### src/rtl/arb_pkg.sv
// ----------------------------------------------------------------------------
// arb_pkg
// Shared types and constants for the round-robin bus arbiter.
//   arb_state_t   : arbiter FSM states (idle, grant held, one dead turn cycle)
//   BUS_ADDR_W    : shared-bus address width (bit 8 selects GPIO space)
//   BUS_DATA_W    : shared-bus data width
//   GPIO_FLAG_BIT : address bit that routes an access to GPIO
//   wrap_inc      : (idx + 1) mod n, used to advance the round-robin pointer
// ----------------------------------------------------------------------------
package arb_pkg;

    typedef enum logic [1:0] {
        ARB_IDLE  = 2'd0,
        ARB_GRANT = 2'd1,
        ARB_TURN  = 2'd2
    } arb_state_t;

    localparam int BUS_ADDR_W    = 9;
    localparam int BUS_DATA_W    = 8;
    localparam int GPIO_FLAG_BIT = 8;

    function automatic int wrap_inc(input int idx, input int n);
        int r;
        r = idx + 1;
        if (r >= n) begin
            r = r - n;
        end
        return r;
    endfunction

endpackage

### src/rtl/rr_pick.sv
// ----------------------------------------------------------------------------
// rr_pick
// Purely combinational round-robin selector: finds the first set request bit
// at or after ptr, wrapping modulo NUM_REQ.
//   req      in  NUM_REQ  request vector
//   ptr      in  OWNER_W  index with top priority
//   pick     out NUM_REQ  one-hot selection (all-zero when no request)
//   pick_idx out OWNER_W  index of the selected request (0 when none)
//   any_req  out 1        at least one request bit set
// ----------------------------------------------------------------------------
module rr_pick #(
    parameter int NUM_REQ = 2,
    parameter int OWNER_W = 1
) (
    input  logic [NUM_REQ-1:0] req,
    input  logic [OWNER_W-1:0] ptr,
    output logic [NUM_REQ-1:0] pick,
    output logic [OWNER_W-1:0] pick_idx,
    output logic               any_req
);

    int   idx;
    logic found;

    always_comb begin
        pick     = '0;
        pick_idx = '0;
        any_req  = |req;
        found    = 1'b0;
        idx      = 0;
        // Scan NUM_REQ positions starting at ptr; the first hit wins.
        for (int i = 0; i < NUM_REQ; i++) begin
            idx = int'(ptr) + i;
            if (idx >= NUM_REQ) begin
                idx = idx - NUM_REQ;
            end
            if (!found && req[idx]) begin
                found     = 1'b1;
                pick      = '0;
                pick[idx] = 1'b1;
                pick_idx  = OWNER_W'(idx);
            end
        end
    end

endmodule

### src/rtl/bus_arbiter.sv
// ----------------------------------------------------------------------------
// bus_arbiter
// Round-robin arbiter for the shared 8-bit memory/GPIO bus. One master owns
// the bus while it keeps requesting; a single dead cycle (ARB_TURN) separates
// consecutive owners. The owner's rw/address/data are muxed onto the bus and
// read data is broadcast to every master.
//
// Optional feature, macro ARB_TIMEOUT_EN: a tenure limit of MAX_HOLD cycles,
// enforced only when another master is waiting.
//
// Ports:
//   clk        in  1            rising-edge clock
//   reset      in  1            asynchronous, active-low
//   req        in  NUM_REQ      grant_request per master
//   gnt        out NUM_REQ      grant_given per master (one-hot or zero)
//   m_rw       in  NUM_REQ      per-master rw (1 = write)
//   m_addr     in  9*NUM_REQ    per-master address (bit 8 = GPIO)
//   m_wdata    in  8*NUM_REQ    per-master write data
//   m_rdata    out 8            broadcast read data
//   bus_rw     out 1            shared-bus rw
//   bus_addr   out 9            shared-bus address
//   bus_wdata  out 8            shared-bus write data
//   bus_rdata  in  8            read data from memory/GPIO
//   bus_valid  out 1            some grant is active
//   owner      out OWNER_W      current owner index (0 when idle)
// ----------------------------------------------------------------------------
module bus_arbiter
    import arb_pkg::*;
#(
    parameter  int NUM_REQ  = 2,
    parameter  int MAX_HOLD = 16,
    localparam int OWNER_W  = (NUM_REQ > 1) ? $clog2(NUM_REQ) : 1
) (
    input  logic                             clk,
    input  logic                             reset,
    input  logic [NUM_REQ-1:0]               req,
    output logic [NUM_REQ-1:0]               gnt,
    input  logic [NUM_REQ-1:0]               m_rw,
    input  logic [BUS_ADDR_W*NUM_REQ-1:0]    m_addr,
    input  logic [BUS_DATA_W*NUM_REQ-1:0]    m_wdata,
    output logic [BUS_DATA_W-1:0]            m_rdata,
    output logic                             bus_rw,
    output logic [BUS_ADDR_W-1:0]            bus_addr,
    output logic [BUS_DATA_W-1:0]            bus_wdata,
    input  logic [BUS_DATA_W-1:0]            bus_rdata,
    output logic                             bus_valid,
    output logic [OWNER_W-1:0]               owner
);

    if (MAX_HOLD < 2) begin : g_hold_check
        $error("bus_arbiter: MAX_HOLD must be at least 2");
    end

    arb_state_t           state_reg, state_next;
    logic [OWNER_W-1:0]   ptr_reg, ptr_next;
    logic [OWNER_W-1:0]   owner_reg, owner_next;
    logic [NUM_REQ-1:0]   gnt_reg, gnt_next;

    logic [NUM_REQ-1:0]   pick;
    logic [OWNER_W-1:0]   pick_idx;
    logic                 any_req;
    logic [OWNER_W-1:0]   ptr_after_owner;
    logic                 hold_expired;

    // Per-master address/data slices as arrays for a simple indexed mux.
    logic [BUS_ADDR_W-1:0] addr_arr  [NUM_REQ];
    logic [BUS_DATA_W-1:0] wdata_arr [NUM_REQ];

    genvar gi;
    generate
        for (gi = 0; gi < NUM_REQ; gi++) begin : g_slice
            assign addr_arr[gi]  = m_addr[gi*BUS_ADDR_W +: BUS_ADDR_W];
            assign wdata_arr[gi] = m_wdata[gi*BUS_DATA_W +: BUS_DATA_W];
        end
    endgenerate

    rr_pick #(
        .NUM_REQ (NUM_REQ),
        .OWNER_W (OWNER_W)
    ) u_rr_pick (
        .req      (req),
        .ptr      (ptr_reg),
        .pick     (pick),
        .pick_idx (pick_idx),
        .any_req  (any_req)
    );

    // With NUM_REQ = 1 this wraps to 0, so ptr stays fixed.
    assign ptr_after_owner = OWNER_W'(wrap_inc(int'(owner_reg), NUM_REQ));

`ifdef ARB_TIMEOUT_EN
    localparam int HOLD_W = (MAX_HOLD > 2) ? $clog2(MAX_HOLD) : 1;
    localparam logic [HOLD_W-1:0] HOLD_LAST = HOLD_W'(MAX_HOLD - 1);

    logic [HOLD_W-1:0] hold_cnt_reg, hold_cnt_next;

    // Pre-empt only when the tenure limit is reached and someone else waits.
    assign hold_expired = (hold_cnt_reg == HOLD_LAST) && ((req & ~gnt_reg) != '0);
`else
    assign hold_expired = 1'b0;
`endif

    always_ff @(posedge clk or negedge reset) begin
        if (!reset) begin
            state_reg    <= ARB_IDLE;
            ptr_reg      <= '0;
            owner_reg    <= '0;
            gnt_reg      <= '0;
`ifdef ARB_TIMEOUT_EN
            hold_cnt_reg <= '0;
`endif
        end else begin
            state_reg    <= state_next;
            ptr_reg      <= ptr_next;
            owner_reg    <= owner_next;
            gnt_reg      <= gnt_next;
`ifdef ARB_TIMEOUT_EN
            hold_cnt_reg <= hold_cnt_next;
`endif
        end
    end

    always_comb begin
        state_next    = state_reg;
        ptr_next      = ptr_reg;
        owner_next    = owner_reg;
        gnt_next      = gnt_reg;
`ifdef ARB_TIMEOUT_EN
        hold_cnt_next = hold_cnt_reg;
`endif
        case (state_reg)
            ARB_IDLE, ARB_TURN: begin
                if (any_req) begin
                    gnt_next      = pick;
                    owner_next    = pick_idx;
                    state_next    = ARB_GRANT;
`ifdef ARB_TIMEOUT_EN
                    hold_cnt_next = '0;
`endif
                end else begin
                    gnt_next   = '0;
                    owner_next = '0;
                    state_next = ARB_IDLE;
                end
            end
            ARB_GRANT: begin
                if (!req[owner_reg] || hold_expired) begin
                    gnt_next   = '0;
                    owner_next = '0;
                    ptr_next   = ptr_after_owner;
                    state_next = ARB_TURN;
                end
`ifdef ARB_TIMEOUT_EN
                else if (hold_cnt_reg != HOLD_LAST) begin
                    hold_cnt_next = hold_cnt_reg + 1'b1;
                end
`endif
            end
            default: begin
                gnt_next   = '0;
                owner_next = '0;
                state_next = ARB_IDLE;
            end
        endcase
    end

    // Bus outputs derive from registered state only, so an asynchronous
    // reset clears them immediately.
    assign gnt       = gnt_reg;
    assign owner     = owner_reg;
    assign bus_valid = |gnt_reg;
    assign bus_rw    = bus_valid ? m_rw[owner_reg]      : 1'b0;
    assign bus_addr  = bus_valid ? addr_arr[owner_reg]  : '0;
    assign bus_wdata = bus_valid ? wdata_arr[owner_reg] : '0;
    assign m_rdata   = bus_rdata;

endmodule

### config.mk
export PLATFORM = sky130hd
export DESIGN_NAME = bus_arbiter
export DESIGN_NICKNAME = d
export VERILOG_FILES = /design/src/rtl/arb_pkg.sv /design/src/rtl/rr_pick.sv /design/src/rtl/bus_arbiter.sv
export SDC_FILE = /design/constraint.sdc
export NUM_CORES = 1
export LEC_CHECK = 0
export BUFFER_PORTS_ARGS = -buffer_cell sky130_fd_sc_hd__buf_2
export CORE_AREA = 2 2 45 51
export DETAILED_ROUTE_END_ITERATION = 16
export DIE_AREA = 0 0 47 53
export HOLD_SLACK_MARGIN = 0.1
export MAX_ROUTING_LAYER = met4
export PLACE_DENSITY = 0.85
export REMOVE_ABC_BUFFERS = 1
export SLEW_MARGIN = 20
export SYNTH_ARGS = -nofsm -noshare
export SYNTH_HDL_FRONTEND = slang
export SYNTH_SLANG_ARGS = --single-unit
### constraint.sdc
create_clock -name clk -period 1.4 [get_ports clk]
set_clock_uncertainty 0.05 [all_clocks]
set_input_delay 0.07 -clock clk [delete_from_list [all_inputs] [get_ports clk]]
set_output_delay 0.07 -clock clk [all_outputs]
set_load 0.01 [all_outputs]
==> reports/summary.txt <==
Routed length per instance = 10.7 um
Hold_ws = 111 ps
Internal power = 0.896 mW
Clock share of power = 10.1%
Critical path class = register to output pin
Via count = 799
Critical Path, Cell by Cell = buf_12 -> buf_4 -> o21ai_2 -> buf_2
Comb power frac = 70.9%
Top delay family on crit path = buffers and inverters
Row count = 17
Netlist cell types = 22
Outcome = finished clean
Peak supply drop = 857 uV
Critical path arrival = 1230 ps
Fmax = 739 MHz
Die X = 47 um
Syn_area_per_cell = 6.89 um^2
Nets@finish = 202
Clock-pin slew on the worst setup and hold paths = 40 ps
Vias per inst = 4.41
Final Max Slew Viols = 0
CP Capture Type = output pin
Overflow after GRT = 0
Setup Viol. Count Final = 0
Crit path largest cell delay = 420 ps
Clock sink total = 5
H-tree depth = 1
Final core occ = 52.6%
Initial core utilization = 29.9%
Final period utilization = 96.7%
First-pass GRT wire length = 2350 um
Antenna diodes = 0
CTS tree = yes
Number of max-cap violations = 0
Layout cells sized above 1 = 51.0%
Antenna Nets Post-Route = 0
Grt met3 use = 2.05%
Pwr per Cell Area = 1550 nW/um^2
CTS root buf = clkbuf_4
Most common cell after layout, fill and taps aside = buf_2
RSZ-0062 raised after global routing = true
Placer Congestion = 0.631
Fin crit period = 1350 ps
Critical path required time = 1280 ps
Vias in the first global route = 613
Core area = 1960 um^2
GRT Total Usage = 13.3%
Clk buf depth = 2
Post-Syn Area = 586 um^2
Buf/Inv on CP = 3
CTS Buf Count = 3
Seq/Total Area, Yosys = 21.4%
Die height = 53 um
Layout Area Growth over Synthesis = 75.9%
Count of buffers from port buffering = 61
Starting DRT DRC Count = 7
Final hold vios = 0
Seq pwr share = 19.1%
Die area = 2490 um^2
Synth Register Bits = 5
Clock Latency Late Sink = 240 ps
M2 GR Usage = 27.4%
Placed wire-length estimate = 1490 um
Grt met1 use = 11.3%
Worst setup SP type = register
Yosys warning count = 0
Total length of routed wires = 1940 um
Slowest cell on the critical path = dfrtp_2
Min-Delay Path Class = primary input to register
Leading cell types in the layout, fill and taps excluded = buf_2, nand2_1, dlygate4sd3_1
Max reg flops = 2
Crit path max fanout = 28
Drt pass-1 iters = 2
Leak Pwr = 0.550 nW
Slew HR = 81.8%
# DRC = 0
Net Switching = 0.701 mW
Synth Instances = 85
GR peak layer = met2
Largest net degree at the start of global routing = 29
Sw Ratio = 43.9%
Initial antenna violation count = 0
I/O pins = 78
Worst Max-Slew Pin Slew = 271 ps
power by group through the flow:
stage | registers, mW | logic, mW | clock network (mW)
2_1_floorplan | 0.385 | 0.464 | 0
3_3_place_gp | 0.306 | 0.960 | 0
3_5_place_dp | 0.319 | 0.997 | 0
4_1_cts | 0.311 | 1.07 | 0.173
5_1_grt | 0.320 | 1.25 | 0.177
6_report | 0.305 | 1.13 | 0.161
area by class of cell:
class	instances	area, um^2
fillers	197	927
clock buffers	4	26.3
well taps	28	35.0
repair buffers	79	478
flip-flops and latches	5	128
multi-input cells	63	355
inverters	2	7.51
worst reg2reg max path, stage by stage (launching register included):
cell     delay [ps]
dfrtp_2         420
buf_4           150
mux2i_2         240
nor2b_1         170
metrics by stage:
step / std cells / setup TNS (ps) / power (mW) / worst slack (ps) / area (um^2)
after floorplan: 70 / -1040 / 0.849 / -181 / 479
after global placement: 163 / 0 / 1.27 / 224 / 862
after detailed placement: 163 / 0 / 1.32 / 197 / 862
after CTS: 178 / 0 / 1.55 / 36.9 / 1000
after global routing: 181 / -24.5 / 1.75 / -11.0 / 1030
final: 181 / 0 / 1.60 / 46.7 / 1030
cells by family after synthesis:
| group | after synthesis | synth area share, % |
|---|---|---|
| compound gates | 22 | 24.8 |
| buf+inv | 17 | 19.4 |
| flops | 5 | 21.4 |
| simple gates | 40 | 32.1 |
| mux | 1 | 2.35 |
final timing paths:
check,slack (ps),start,cells past startpoint,to
worst max-delay path,50,owner$_DFFE_PN0P_,4,bus_addr[5]
min in group asynchronous,120,reset,2,state_reg[0]$_DFFE_PN0P_
worst max register to register,300,owner$_DFFE_PN0P_,3,state_reg[1]$_DFFE_PN0P_
worst min register to register,530,state_reg[0]$_DFFE_PN0P_,1,state_reg[0]$_DFFE_PN0P_
worst min-delay path,110,req[0],3,gnt[0]$_DFFE_PN0P_
max in group asynchronous,1030,reset,2,owner$_DFFE_PN0P_
per-layer routing:
metal,up-vias,wire (um)
li1,411,-
met5,-,0
met4,0,0
met2,42,1030
met3,0,211
met1,346,694
Yosys cell counts (all sizes together):
cell / instances / area (um^2)
a211oi: 1 / 7.51
o21ai: 14 / 70.1
nor2b: 2 / 15.0
nor2: 1 / 3.75
mux2i: 1 / 13.8
nand2b: 4 / 25.0
o22ai: 1 / 6.26
nand2: 28 / 105
o32ai: 1 / 16.3
and2: 1 / 6.26
nand4bb: 1 / 11.3
inv: 2 / 7.51
o211a: 1 / 10.0
dfrtp: 5 / 125
or2: 1 / 6.26
buf: 15 / 106
nor3b: 2 / 15.0
a22o: 4 / 35.0
repair_timing:
action / in CTS / in global routing
endpoints found under the hold margin: 14 / 0
resized for setup: 3 / 1
hold buffers: 10 / 0
endpoints found under the setup margin: 15 / 5
buffers inserted: 1 / 3
Power figures use the tool's default switching activity.
